--- src/rtl/id_ex_stage_pkg.sv ---
// Shared constants and types for the ID/EX pipeline register and its hazard detector.
package id_ex_stage_pkg;

  localparam logic [3:0] ALU_ADD = 4'd0;
  localparam logic [3:0] ALU_SUB = 4'd1;
  localparam logic [3:0] ALU_AND = 4'd2;
  localparam logic [3:0] ALU_OR  = 4'd3;
  localparam logic [3:0] ALU_XOR = 4'd4;
  localparam logic [3:0] ALU_NOR = 4'd5;
  localparam logic [3:0] ALU_SLT = 4'd6;
  localparam logic [3:0] ALU_SLL = 4'd7;
  localparam logic [3:0] ALU_SRL = 4'd8;
  localparam logic [3:0] ALU_LUI = 4'd9;

  localparam logic [4:0] REG_ZERO = 5'd0;

  // Seven control fields: six flags plus the 4-bit ALUOp.
  localparam int unsigned CTRL_FIELDS = 7;
  localparam int unsigned CTRL_WIDTH  = 10;

  typedef struct packed {
    logic       reg_write;
    logic       mem_read;
    logic       mem_write;
    logic       mem_to_reg;
    logic       alu_src;
    logic       reg_dst;
    logic [3:0] alu_op;
  } ctrl_t;

endpackage

--- src/rtl/load_use_detect.sv ---
// Combinational load-use hazard detector: a load in EX whose target is read by decode.
module load_use_detect
  import id_ex_stage_pkg::*;
(
  input  logic       i_ex_mem_read,
  input  logic [4:0] i_ex_rt,
  input  logic [4:0] i_id_rs,
  input  logic [4:0] i_id_rt,
  input  logic       i_id_uses_rt,
  output logic       o_stall
);

  logic w_rs_hit;
  logic w_rt_hit;

  assign w_rs_hit = (i_ex_rt == i_id_rs);
  assign w_rt_hit = i_id_uses_rt && (i_ex_rt == i_id_rt);
  assign o_stall  = i_ex_mem_read && (i_ex_rt != REG_ZERO) && (w_rs_hit || w_rt_hit);

endmodule

--- src/rtl/id_ex_stage.sv ---
// ID/EX pipeline register with load-use stall, flush bubbles and a saturating stall counter.
module id_ex_stage
  import id_ex_stage_pkg::*;
#(
  parameter int unsigned DATA_WIDTH = 32,
  parameter int unsigned CNT_WIDTH  = 16
) (
  input  logic                  Clk,
  input  logic                  Rst,
  input  logic                  ID_RegWrite,
  input  logic                  ID_MemRead,
  input  logic                  ID_MemWrite,
  input  logic                  ID_MemToReg,
  input  logic                  ID_ALUSrc,
  input  logic                  ID_RegDst,
  input  logic [3:0]            ID_ALUOp,
  input  logic [DATA_WIDTH-1:0] ID_ReadData1,
  input  logic [DATA_WIDTH-1:0] ID_ReadData2,
  input  logic [DATA_WIDTH-1:0] ID_Imm,
  input  logic [4:0]            ID_Rs,
  input  logic [4:0]            ID_Rt,
  input  logic [4:0]            ID_Rd,
  input  logic                  ID_UsesRt,
  input  logic                  Flush,
  output logic                  EX_RegWrite,
  output logic                  EX_MemRead,
  output logic                  EX_MemWrite,
  output logic                  EX_MemToReg,
  output logic                  EX_ALUSrc,
  output logic                  EX_RegDst,
  output logic [3:0]            EX_ALUOp,
  output logic [DATA_WIDTH-1:0] EX_ReadData1,
  output logic [DATA_WIDTH-1:0] EX_ReadData2,
  output logic [DATA_WIDTH-1:0] EX_Imm,
  output logic [4:0]            EX_Rs,
  output logic [4:0]            EX_Rt,
  output logic [4:0]            EX_Rd,
  output logic                  PCWrite,
  output logic                  IFIDWrite,
  output logic                  Stall,
  output logic [CNT_WIDTH-1:0]  StallCount
);

  ctrl_t                 r_ctrl;
  logic [DATA_WIDTH-1:0] r_rd1;
  logic [DATA_WIDTH-1:0] r_rd2;
  logic [DATA_WIDTH-1:0] r_imm;
  logic [4:0]            r_rs;
  logic [4:0]            r_rt;
  logic [4:0]            r_rd;
  logic [CNT_WIDTH-1:0]  r_stall_cnt;

  ctrl_t w_id_ctrl;
  logic  w_stall;
  logic  w_bubble;

  assign w_id_ctrl = '{
    reg_write:  ID_RegWrite,
    mem_read:   ID_MemRead,
    mem_write:  ID_MemWrite,
    mem_to_reg: ID_MemToReg,
    alu_src:    ID_ALUSrc,
    reg_dst:    ID_RegDst,
    alu_op:     ID_ALUOp
  };

  load_use_detect u_load_use_detect (
    .i_ex_mem_read (r_ctrl.mem_read),
    .i_ex_rt       (r_rt),
    .i_id_rs       (ID_Rs),
    .i_id_rt       (ID_Rt),
    .i_id_uses_rt  (ID_UsesRt),
    .o_stall       (w_stall)
  );

  // A taken branch must redirect fetch even while a load-use hazard is pending.
  assign w_bubble  = w_stall || Flush;
  assign PCWrite   = !w_stall || Flush;
  assign IFIDWrite = !w_stall || Flush;
  assign Stall     = w_stall;

  always_ff @(posedge Clk or posedge Rst) begin
    if (Rst) begin
      r_ctrl <= '0;
      r_rd1  <= '0;
      r_rd2  <= '0;
      r_imm  <= '0;
      r_rs   <= '0;
      r_rt   <= '0;
      r_rd   <= '0;
    end else if (w_bubble) begin
      r_ctrl <= '0;
      r_rd1  <= '0;
      r_rd2  <= '0;
      r_imm  <= '0;
      r_rs   <= '0;
      r_rt   <= '0;
      r_rd   <= '0;
    end else begin
      r_ctrl <= w_id_ctrl;
      r_rd1  <= ID_ReadData1;
      r_rd2  <= ID_ReadData2;
      r_imm  <= ID_Imm;
      r_rs   <= ID_Rs;
      r_rt   <= ID_Rt;
      r_rd   <= ID_Rd;
    end
  end

  always_ff @(posedge Clk or posedge Rst) begin
    if (Rst) begin
      r_stall_cnt <= '0;
    end else if (w_stall && (r_stall_cnt != {CNT_WIDTH{1'b1}})) begin
      r_stall_cnt <= r_stall_cnt + CNT_WIDTH'(1);
    end
  end

  assign EX_RegWrite  = r_ctrl.reg_write;
  assign EX_MemRead   = r_ctrl.mem_read;
  assign EX_MemWrite  = r_ctrl.mem_write;
  assign EX_MemToReg  = r_ctrl.mem_to_reg;
  assign EX_ALUSrc    = r_ctrl.alu_src;
  assign EX_RegDst    = r_ctrl.reg_dst;
  assign EX_ALUOp     = r_ctrl.alu_op;
  assign EX_ReadData1 = r_rd1;
  assign EX_ReadData2 = r_rd2;
  assign EX_Imm       = r_imm;
  assign EX_Rs        = r_rs;
  assign EX_Rt        = r_rt;
  assign EX_Rd        = r_rd;
  assign StallCount   = r_stall_cnt;

endmodule
--- config.mk ---
export PLATFORM = sky130hd
export DESIGN_NAME = id_ex_stage
export DESIGN_NICKNAME = d
export VERILOG_FILES = /design/src/rtl/id_ex_stage_pkg.sv /design/src/rtl/load_use_detect.sv /design/src/rtl/id_ex_stage.sv
export SDC_FILE = /design/constraint.sdc
export NUM_CORES = 1
export LEC_CHECK = 0
export CORE_MARGIN = 2
export CORE_UTILIZATION = 39
export CTS_CLUSTER_DIAMETER = 150
export CTS_CLUSTER_SIZE = 20
export DETAILED_ROUTE_END_ITERATION = 8
export GPL_TIMING_DRIVEN = 0
export PLACE_DENSITY_LB_ADDON = 0.2
export SYNTH_ARGS = -nofsm -noshare
export SYNTH_HDL_FRONTEND = slang
export SYNTH_SLANG_ARGS = --single-unit
--- constraint.sdc ---
create_clock -name Clk -period 6.8 [get_ports Clk]
set_input_delay 1.7 -clock Clk [delete_from_list [all_inputs] [get_ports Clk]]
set_output_delay 1.7 -clock Clk [all_outputs]
set_load 0.005 [all_outputs]
==> results.cfg, run 1 <==
[die]
rows = 40
die_w_um = 115.8
boundaryPins = 265
dieArea_mm2 = 0.01341
start_util_pct = 40.24
chipHeight_um = 115.8
core-area_mm2 = 0.01211

[setup_path]
path_class = input pin to primary output
max_stage_delay_ns = 0.50
end_kind = primary output
startpoint_type = input pin
worstPathArrival_ns = 3.79
crit_slowest_cell = clkdlybuf4s50_1
cp_max_fo = 8
worstPathRequired_ns = 5.10
cp_cell_sequence = clkdlybuf4s50_1 > xnor2_1 > nand4_1 > o22ai_2 > and2_1 > nand2b_1 > buf_4 > clkdlybuf4s50_1
crit_path_frequent_cell = clkdlybuf4s50_1

[detailed_routing]
drt-wirelength-per-cell_um = 15.72
first_pass_iters = 7
drtIter0Drc = 181
routed_wl_um = 12880
ant_nets = 0
vias_per_cell = 4.364
drc = 0
num_vias = 3574

[timing]
tightestPinTransition_ns = 0.6113
whs_ns = 0.5056
period_minus_slack_ns = 5.488
finalClockSkew_ns = 0.005800
setup_ws_ns = 1.312
hold_violations = 0
relSlewSlack_pct = 59.25
setup_tns_ns = 0
fmax_ghz = 0.1822
fin_crit_sh_pct = 80.71
setup-violations-final = 0
slew_violations = 0
rsz0062_at_grt = false

[clock_network]
cts_tree = yes
clk_latency_ns = 0.41
cts_made_buffers = 17
cts.sinks = 137
cts_setup_buffers = 0
clock-root-buffer = clkbuf_16
cts_resized = 0
htreeDepth = 4
clk_pin_slew_worst_paths_ns = 0.06
postCtsHoldBufs = 0
cts.path.max_buffers = 2

[job]
maxCapViolCount = 0

[synthesis]
synth-seq-cells = 137
yosysTopAreaCell = dfrtp_1
yosys_warnings = 0
netlist_area_mm2 = 0.004873
synth.area.top_cells = dfrtp_1, and2_1, xnor2_1
synthesis.nets = 480
yosys.area.top_type_share_pct = 70.35
synth_cells = 354
synth.distinct_cells = 25
yosysSeqAreaShare_pct = 70.35
syn-mean-instance-area_um2 = 13.77

[pwr]
p_leak_nw = 3.622
ir_drop_mv = 0.1546
p_per_area_mw_per_mm2 = 245.4

[worst_hold_path]
hold_class = register to register

[final_layout]
nets = 764
n_fill_cell = 909
n_antenna_cell = 0
final_common_cell = clkdlybuf4s50_1
layout-drive-gt1-share_pct = 7.988
mostFrequentLayoutCells = clkdlybuf4s50_1, dfrtp_1, and2_1, xnor2_1, clkbuf_16
utilization_pct = 69.05
area_growth_pct = 71.60

[global_routing]
grt_max_degree = 71
grtUsageTotal_pct = 19.98
first_global_vias = 3805
overflow = 0
antenna_found_initial = 0
grt_pass1_wl_um = 19830

[placed_design]
gp_congestion = 0.7875
dp_hpwl_um = 9709
io_buffer_count = 264
place_ws_ns = 1.311

[status]
status = finished clean
[worst paths after layout]
kind	from	to	slack [ns]	depth (start not counted)
max	ID_Rt[0]	PCWrite	1.31	8
min	StallCount[14]$_DFFE_PP0P_	StallCount[14]$_DFFE_PP0P_	0.51	1
max reg2reg	EX_Rt[1]$_DFF_PP0_	EX_ReadData2[24]$_DFF_PP0_	4.69	7
min reg2reg	StallCount[14]$_DFFE_PP0P_	StallCount[14]$_DFFE_PP0P_	0.51	1
max in group asynchronous	Rst	EX_ReadData1[0]$_DFF_PP0_	4.30	3
min in group asynchronous	Rst	EX_ReadData2[19]$_DFF_PP0_	1.76	2
[flip-flops by register name, indices dropped and copies added (netlist names)]
signal and cells:
EX_ALUSrc 1, EX_MemWrite 1, EX_Rs 5, EX_Imm 32, StallCount 16, EX_MemToReg 1, EX_MemRead 1, EX_Rt 5
EX_ReadData1 32, EX_ALUOp 4, EX_ReadData2 32, EX_RegDst 1, EX_Rd 5, EX_RegWrite 1
[cell families after synthesis]
logic type | Yosys count | synth area share (%)
AOI/OAI and AO/OA | 3 | 0.7703
xor gates and xnor gates | 23 | 4.133
adders and majority gates | 1 | 0.2567
muxes | 3 | 0.6931
DFF | 137 | 70.35
and+or+nand+nor | 168 | 20.72
buffers and inverters | 19 | 3.081
[critical path: cells and delay by family]
| family | cells | cell delay [ns] |
|---|---|---|
| buffers and inverters | 3 | 1.07 |
| xor gates and xnor gates | 1 | 0.13 |
| AOI/OAI and AO/OA | 1 | 0.45 |
| and+or+nand+nor | 3 | 0.43 |
[synth_stat cells]
cell type  instances
buf_4              1
nand3_1           12
dfrtp_1          137
nor2_1             4
or4_1              1
nor3_1             2
and4_1             1
nand3b_1           1
nand2b_1           1
buf_6             10
and3_1             3
xnor2_1           23
mux2_2             3
inv_1              2
a21oi_4            1
nor3b_1            1
nor4_1             1
and2_1           124
nand2_1            8
clkbuf_1           5
ha_1               1
inv_2              1
o22ai_2            1
o21ai_2            1
nand4_1            9
[power by group]
part	internal [mW]	leakage, nW	switching, mW
clock network	0.591	0.294	0.334
logic	0.170	1.54	0.0808
registers	0.858	1.78	0.0190
[layer usage]
| layer | up-vias | track usage (%) | share of wire [%] |
|---|---|---|---|
| li1 | 1683 | - | - |
| met1 | 1699 | 21.16 | 35 |
| met2 | 169 | 34.50 | 53 |
| met3 | 23 | 8.054 | 9.4 |
| met4 | 0 | 10.08 | 2.5 |
| met5 | - | 0 | 0 |
[cell type report]
class | count | area, µm² | area share (%)
repair buffers | 265 | 2670 | 31.93
multi-input cells | 198 | 1295 | 15.48
well taps | 168 | 210.2 | 2.513
flip-flops and latches | 137 | 3428 | 40.99
clock inverters | 13 | 151.4 | 1.810
inverters | 3 | 16.27 | 0.1945
plain buffers | 16 | 138.9 | 1.661
clock buffers | 19 | 452.9 | 5.416
[through the flow]
step                      total power [mW]  area (µm²)  instances
after floorplan                     0.9618        4873        354
after global placement               1.136        7726        786
after detailed placement             1.145        7759        787
after CTS                            2.081        8363        819
after global routing                 2.136        8363        819
final                                2.053        8363        819
(Power assumes the default switching activity.)
==> inputs of run 2 (changes only) <==
Settings changed: CORE_UTILIZATION 39 to 35.
Clock period 6.8 ns to 4.9 ns, I/O delays scaled along.
==> results.cfg, run 2 (synthesis results as in run 1) <==
[setup_path]
max_stage_delay_ns = 0.51
worstRegToRegCells = 6
crit_path_frequent_cell = clkdlybuf4s50_1
end_kind = primary output
cp_num_cells = 8
worstPathArrival_ns = 3.30
path_class = input pin to primary output
cpLargestDelayFamily = buffers and inverters
cp_cell_sequence = clkdlybuf4s50_1 > xnor2_1 > nand4_1 > o22ai_2 > and2_1 > nand2b_1 > buf_4 > clkdlybuf4s50_1
r2r_slack_ns = 2.84
cp_max_fo = 8
startpoint_type = input pin
worstPathRequired_ns = 3.67
crit_buf_inv = 3
crit_slowest_cell = clkdlybuf4s50_1

[clock_network]
cts_tree = yes
postCtsHoldBufs = 0
clk_latency_ns = 0.42
clk_pin_slew_worst_paths_ns = 0.06
cts_made_buffers = 17
cts.path.max_buffers = 2
htreeDepth = 4
cts.sinks = 137
clock-root-buffer = clkbuf_16
cts_resized = 0
cts_setup_buffers = 0

[detailed_routing]
drc = 0
vias_per_cell = 4.319
drtIter0Drc = 104
first_pass_iters = 4
drt-wirelength-per-cell_um = 15.47
num_vias = 3585
routed_wl_um = 12840
ant_nets = 0

[final_layout]
n_antenna_cell = 0
area_growth_pct = 71.71
mostFrequentLayoutCells = clkdlybuf4s50_1, dfrtp_1, and2_1, xnor2_1, clkbuf_16
utilization_pct = 60.99
finalNonFillerCells = 830
multiInputGateArea_mm2 = 0.001295
n_fill_cell = 1131
nets = 764
layout-drive-gt1-share_pct = 7.692
seq_area_mm2 = 0.003428
final_common_cell = clkdlybuf4s50_1

[placed_design]
dp.cells = 799
dp_hpwl_um = 9684
gp_congestion = 0.8010
io_buffer_count = 264

[timing]
fmax_ghz = 0.2211
finalClockSkew_ns = 0.008712
slew_violations = 0
fin_crit_sh_pct = 92.31
relSlewSlack_pct = 49.18
period_minus_slack_ns = 4.523
setup_tns_ns = 0
setup-violations-final = 0
hold_violations = 0
whs_ns = 0.5168
tightestPinTransition_ns = 0.7623
rsz0062_at_grt = false

[die]
chipHeight_um = 122
rows = 43
die_w_um = 122
boundaryPins = 265
core-area_mm2 = 0.01372
start_util_pct = 35.52
dieArea_mm2 = 0.01488

[pwr]
ir_drop_mv = 0.2273
p_leak_nw = 3.616
p_per_area_mw_per_mm2 = 339.2

[job]
maxCapViolCount = 0

[worst_hold_path]
hold_class = register to register
min_path_cells = 1

[global_routing]
overflow = 0
grt_max_degree = 87
grt_pass1_wl_um = 20180
grtUsageTotal_pct = 18.34
antenna_found_initial = 0
first_global_vias = 3834

[status]
status = finished clean
-- run 2: cell types whose count changed in the layout (fill, tap and decap cells not counted) --
| cell | before | now |
|---|---|---|
| clkbuf_8 | 2 | 1 |
| clkinvlp_4 | 3 | 2 |
| clkinv_2 | 6 | 4 |
| clkbuf_1 | 5 | 6 |
| clkinv_4 | 1 | 3 |
-- run 2: layout make-up --
| class | instances | share of cell area [%] |
|---|---|---|
| inverter | 3 | 0.1944 |
| sequential | 137 | 40.97 |
| clock buffer | 19 | 5.293 |
| buffer | 16 | 1.660 |
| clock inverter | 12 | 1.809 |
| tap | 180 | 2.691 |
| timing repair buffer | 265 | 31.91 |
| multi-input combinational | 198 | 15.48 |
-- run 2: final timing paths --
kind / from / end
worst max-delay path: ID_Rt[4] / PCWrite
worst min register to register: StallCount[8]$_DFFE_PP0P_ / StallCount[8]$_DFFE_PP0P_
max in group asynchronous: Rst / EX_ReadData2[31]$_DFF_PP0_
min in group asynchronous: Rst / EX_ReadData2[16]$_DFF_PP0_
worst max register to register: EX_Rt[1]$_DFF_PP0_ / EX_ALUOp[0]$_DFF_PP0_
worst min-delay path: StallCount[8]$_DFFE_PP0P_ / StallCount[8]$_DFFE_PP0P_
-- run 2: stage by stage --
step | setup WS, ns | cell area [µm²] | total power [mW]
6_report | 0.3767 | 8368 | 2.838
5_1_grt | 0.2223 | 8368 | 2.964
4_1_cts | 0.3683 | 8368 | 2.881
3_5_place_dp | 0.3800 | 7774 | 1.589
3_3_place_gp | -1.760 | 7741 | 1.578
2_1_floorplan | 0.007189 | 4873 | 1.335
-- run 2: layer usage --
metal	up-vias	track usage, %	part of all wire [%]
li1	1686	-	-
met1	1722	19.18	35
met2	150	32.19	54
met3	27	6.742	8.4
met4	0	9.411	2.8
met5	-	0	0
-- run 2: where the power goes --
part	switching (mW)	total [mW]	internal, mW
Combinational	0.112	0.347	0.235
Clock	0.468	1.28	0.808
Sequential	0.0254	1.22	1.19
Total	0.605	2.84	2.23
==> edit 1 (config.mk and constraints of run 2) <==
Make the reset (`Rst`) synchronous in 2 clocked blocks.
--- a/src/rtl/id_ex_stage.sv
+++ b/src/rtl/id_ex_stage.sv
@@ -80,5 +80,5 @@
   assign Stall     = w_stall;
 
-  always_ff @(posedge Clk or posedge Rst) begin
+  always_ff @(posedge Clk) begin
     if (Rst) begin
       r_ctrl <= '0;
@@ -108,5 +108,5 @@
   end
 
-  always_ff @(posedge Clk or posedge Rst) begin
+  always_ff @(posedge Clk) begin
     if (Rst) begin
       r_stall_cnt <= '0;
Function: differs if Rst is asserted again (counterexample within 4 cycles, from zero or initial values and one cycle with Rst high); with Rst held inactive, the same outputs for 10 cycles.
==> edit 1 against run 2 <==
- wire length down 3.7%
- area after synthesis is 11% lower
- cell area shrank 7.1%
- setup slack lost 0.18 ns
- critical path depth did not move
- first-iteration DRC count rose by 67%
- fmax down 3.9%
- global-route usage up 0.24 points
- synthesized cell count up 7.1%
- sequential cell count unchanged
- combinational power fell by 27%
- total power down 6.1%
==> edit 1: results (changes against run 2) <==
- Tot GR Track Use: 0.186 (was 0.183)
- Vias in the first global route: 3585 (was 3834)
- Cell count of the worst reg-to-reg path: 5 (was 6)
- Synth Area in Adders: 0.00289 (was 0.00257)
- Post-Synthesis Net Count: 505 (was 480)
- Area post-placement: 7180 um^2 (was 7770 um^2)
- R2r endpoint: EX_ReadData1[19] (was EX_ALUOp[0])
- Leakage Power: 2.98 nW (was 3.62 nW)
- First-pass GRT wire length: 18500 um (was 20200 um)
- Mux cell area share after synthesis: 0.0101 (was 0.00693)
- Hold Path End: StallCount[6] (was StallCount[8])
- Post-synth top cells: 137 x dfxtp_1, 121 x and2_1, 10 x a21oi_1, 10 x buf_6, 10 x or4_1 (was 137 x dfrtp_1, 124 x and2_1, 23 x xnor2_1)
- Routed wire length: 12400 um (was 12800 um)
- Synth unique cells: 34 (was 25)
- Register area share after synthesis: 0.634 (was 0.703)
- Detailed Route Iter0 Violations: 174 (was 104)
- NetSw: 0.000526 W (was 0.000605 W)
- Synth top area cells: dfxtp_1 63%, and2_1 17%, buf_6 2.6% (was dfrtp_1 70%, and2_1 16%, xnor2_1 4.1%)
- R2r startpoint: EX_Rt[1] (unchanged)
- Max IR drop VDD: 0.000200 V (was 0.000227 V)
- Largest net degree at the start of global routing: 17 (was 87)
- Layout cell share with drive strength beyond 1: 0.0712 (was 0.0769)
- Final #Nets: 788 (was 764)
- Rel. slew slack: 0.681 (was 0.492)
- DR vias: 3652 (was 3585)
- Status: complete, no violations (unchanged)
- Asr flop ratio synth: 0 (was 1.00)
- Synth Area in XOR/XNOR: 0.0202 (was 0.0413)
- Combinational gate power: 0.000254 W (was 0.000347 W)
- Compound-Gate Fraction of Synth Area: 0.0460 (was 0.00770)
- Detailed Place HPWL: 9510 um (was 9680 um)
- Top fanout value on the critical path: 10 (was 8)
- Critical Path Max Stage Delay: 0.43 ns (was 0.51 ns)
## edit 1: changes by cell type after synthesis, sizes merged, moves of 4 or more
cell	run 2	this run
dfxtp	0	137
nor2b	0	4
xnor2	23	1
buf	11	16
nand4	9	3
nand3	12	8
a21oi	1	10
xor2	0	9
or4	1	10
o31ai	0	9
dfrtp	137	0
nor2	4	9
## edit 1: per-stage QoR
stage	total power, W	utilization	instances	hold slack, ns
after detailed placement	0.00145	0.595	811	0.492
after global placement	0.00144	0.595	811	0.476
final	0.00267	0.644	842	0.502
after CTS	0.00270	0.644	842	0.502
after global routing	0.00277	0.644	842	0.519
after floorplan	0.00125	-	379	0.477
## edit 1: worst register-to-register path, cell delays in order, from the launching register on
cell and delay [ns]:
dfxtp_1 0.35, or4_1 0.59, o21ai_0 0.35, o21a_1 0.24, clkbuf_1 0.37, and2_1 0.19
## edit 1: final cells by class
cell class              instances  area share
well taps                     168      0.0270
repair buffers                264       0.340
flip-flops and latches        137       0.353
plain buffers                  21      0.0214
clock buffers                  25      0.0638
multi-input cells             219       0.182
inverters                       2    0.000966
clock inverters                 6      0.0114
## edit 1: routing by layer
| metal | track usage | wire length (um) |
|---|---|---|
| met5 | 0 | 0 |
| met4 | 0.0835 | 227 |
| met3 | 0.0791 | 1230 |
| met2 | 0.327 | 6260 |
| met1 | 0.193 | 4650 |
## edit 1: how the worst max path moves through the flow
stage	start	end	slack, ns
2_1_floorplan	ID_Rt[4]	PCWrite	1.21
5_1_grt	ID_Rt[4]	PCWrite	0.02
4_1_cts	ID_Rt[4]	PCWrite	0.13
3_5_place_dp	ID_Rt[4]	PCWrite	0.15
3_3_place_gp	ID_Rt[4]	PCWrite	0.14
6_report	ID_Rt[4]	PCWrite	0.19
==> edit 2 (settings of run 2) <==
Without the edit above. `DATA_WIDTH`: 32 -> 64.
--- a/src/rtl/id_ex_stage.sv
+++ b/src/rtl/id_ex_stage.sv
@@ -3,5 +3,5 @@
   import id_ex_stage_pkg::*;
 #(
-  parameter int unsigned DATA_WIDTH = 32,
+  parameter int unsigned DATA_WIDTH = 64,
   parameter int unsigned CNT_WIDTH  = 16
 ) (
Interface: changed (6 resized); port bits go from 265 to 457. The function was not compared with the original's and may differ.
==> edit 2 against run 2 <==
- cell area rose by 60%
- area after synthesis rose by 63%
- first-iteration DRC count rose by 85%
- critical path depth did not move
- total power rose by 35%
- count of clock-buffer cells in the layout fell by 4
- setup slack got worse by 0.26 ns
- register-to-register slack got worse by 0.27 ns
- sequential cell count rose by 96
- wire length rose by 87%
- clock power fell by 8%
- largest power group is now sequential cells
- sequential share of layout area rose by 2.6 points
==> edit 2: results (changes against run 2) <==
- Status: complete, no violations (unchanged)
- Max IR drop VDD: 0.000235 V (was 0.000227 V)
- IO Port Bufs: 456 (was 264)
- Die W: 155 um (was 122 um)
- Final GP Congestion: 0.790 (was 0.801)
- Register area share after synthesis: 0.735 (was 0.703)
- Hold_sp: StallCount[5] (was StallCount[8])
- Synth Area in Adders: 0.00158 (was 0.00257)
- Finished Layout Cells: 1320 (was 830)
- Area Overhead vs Synth: 68.5% (was 71.7%)
- Post-Synthesis Net Count: 777 (was 480)
- NetSw: 0.000860 W (was 0.000605 W)
- Synth Area in XOR/XNOR: 0.0254 (was 0.0413)
- FILL cells: 1809 (was 1131)
- Area post-placement: 13000 um^2 (was 7770 um^2)
- Top fanout value on the critical path: 10 (was 8)
- Critical Path AT: 3.56 ns (was 3.30 ns)
- Mux cell area share after synthesis: 0.00426 (was 0.00693)
- Skew-Pair Late Insertion Delay: 0.47 ns (was 0.42 ns)
- Detailed Route Iter0 Violations: 192 (was 104)
- Post-DR wirelength/cell: 18.1 um (was 15.5 um)
- Hold Path End: StallCount[5] (was StallCount[8])
- Synth unique cells: 28 (was 25)
- Buffers excl. clock: 488 (was 281)
- Clk_skew: 0.0123 ns (was 0.00871 ns)
- First-pass GRT wire length: 35800 um (was 20200 um)
- N_diodes: 2 (was 0)
- Vias per std cell: 4.29 (was 4.32)
- Combinational gate power: 0.000601 W (was 0.000347 W)
- Final critical-path share of the clock period: 0.977 (was 0.923)
-- edit 2: changes by cell type in the layout (fill, tap and decap cells not counted), sizes merged, moves of 4 or more --
| cell | run 2 | this run |
|---|---|---|
| and2 | 124 | 217 |
| buf | 12 | 23 |
| clkdlybuf4s50 | 264 | 456 |
| clkinv | 7 | 0 |
| dfrtp | 137 | 233 |
| nand3 | 12 | 5 |
| nor3 | 2 | 8 |
| nor4 | 1 | 5 |
| xnor2 | 23 | 13 |
| xor2 | 0 | 10 |
-- edit 2: kinds of logic after synthesis --
logic type,after synthesis
AND/OR/NAND/NOR,261
buffers and inverters,29
flip-flops,233
XOR/XNOR,23
adder cells (fa/ha/maj),1
AO/OA/AOI/OAI,5
multiplexers,3
-- edit 2: metal layers --
metal	vias up	part of all wire	wire (um)	track usage
met1	2676	0.34	8030	0.207
met4	0	0.031	753	0.0692
met3	47	0.11	2650	0.0821
met5	-	0	0	0
li1	2670	-	-	-
met2	276	0.52	12500	0.358
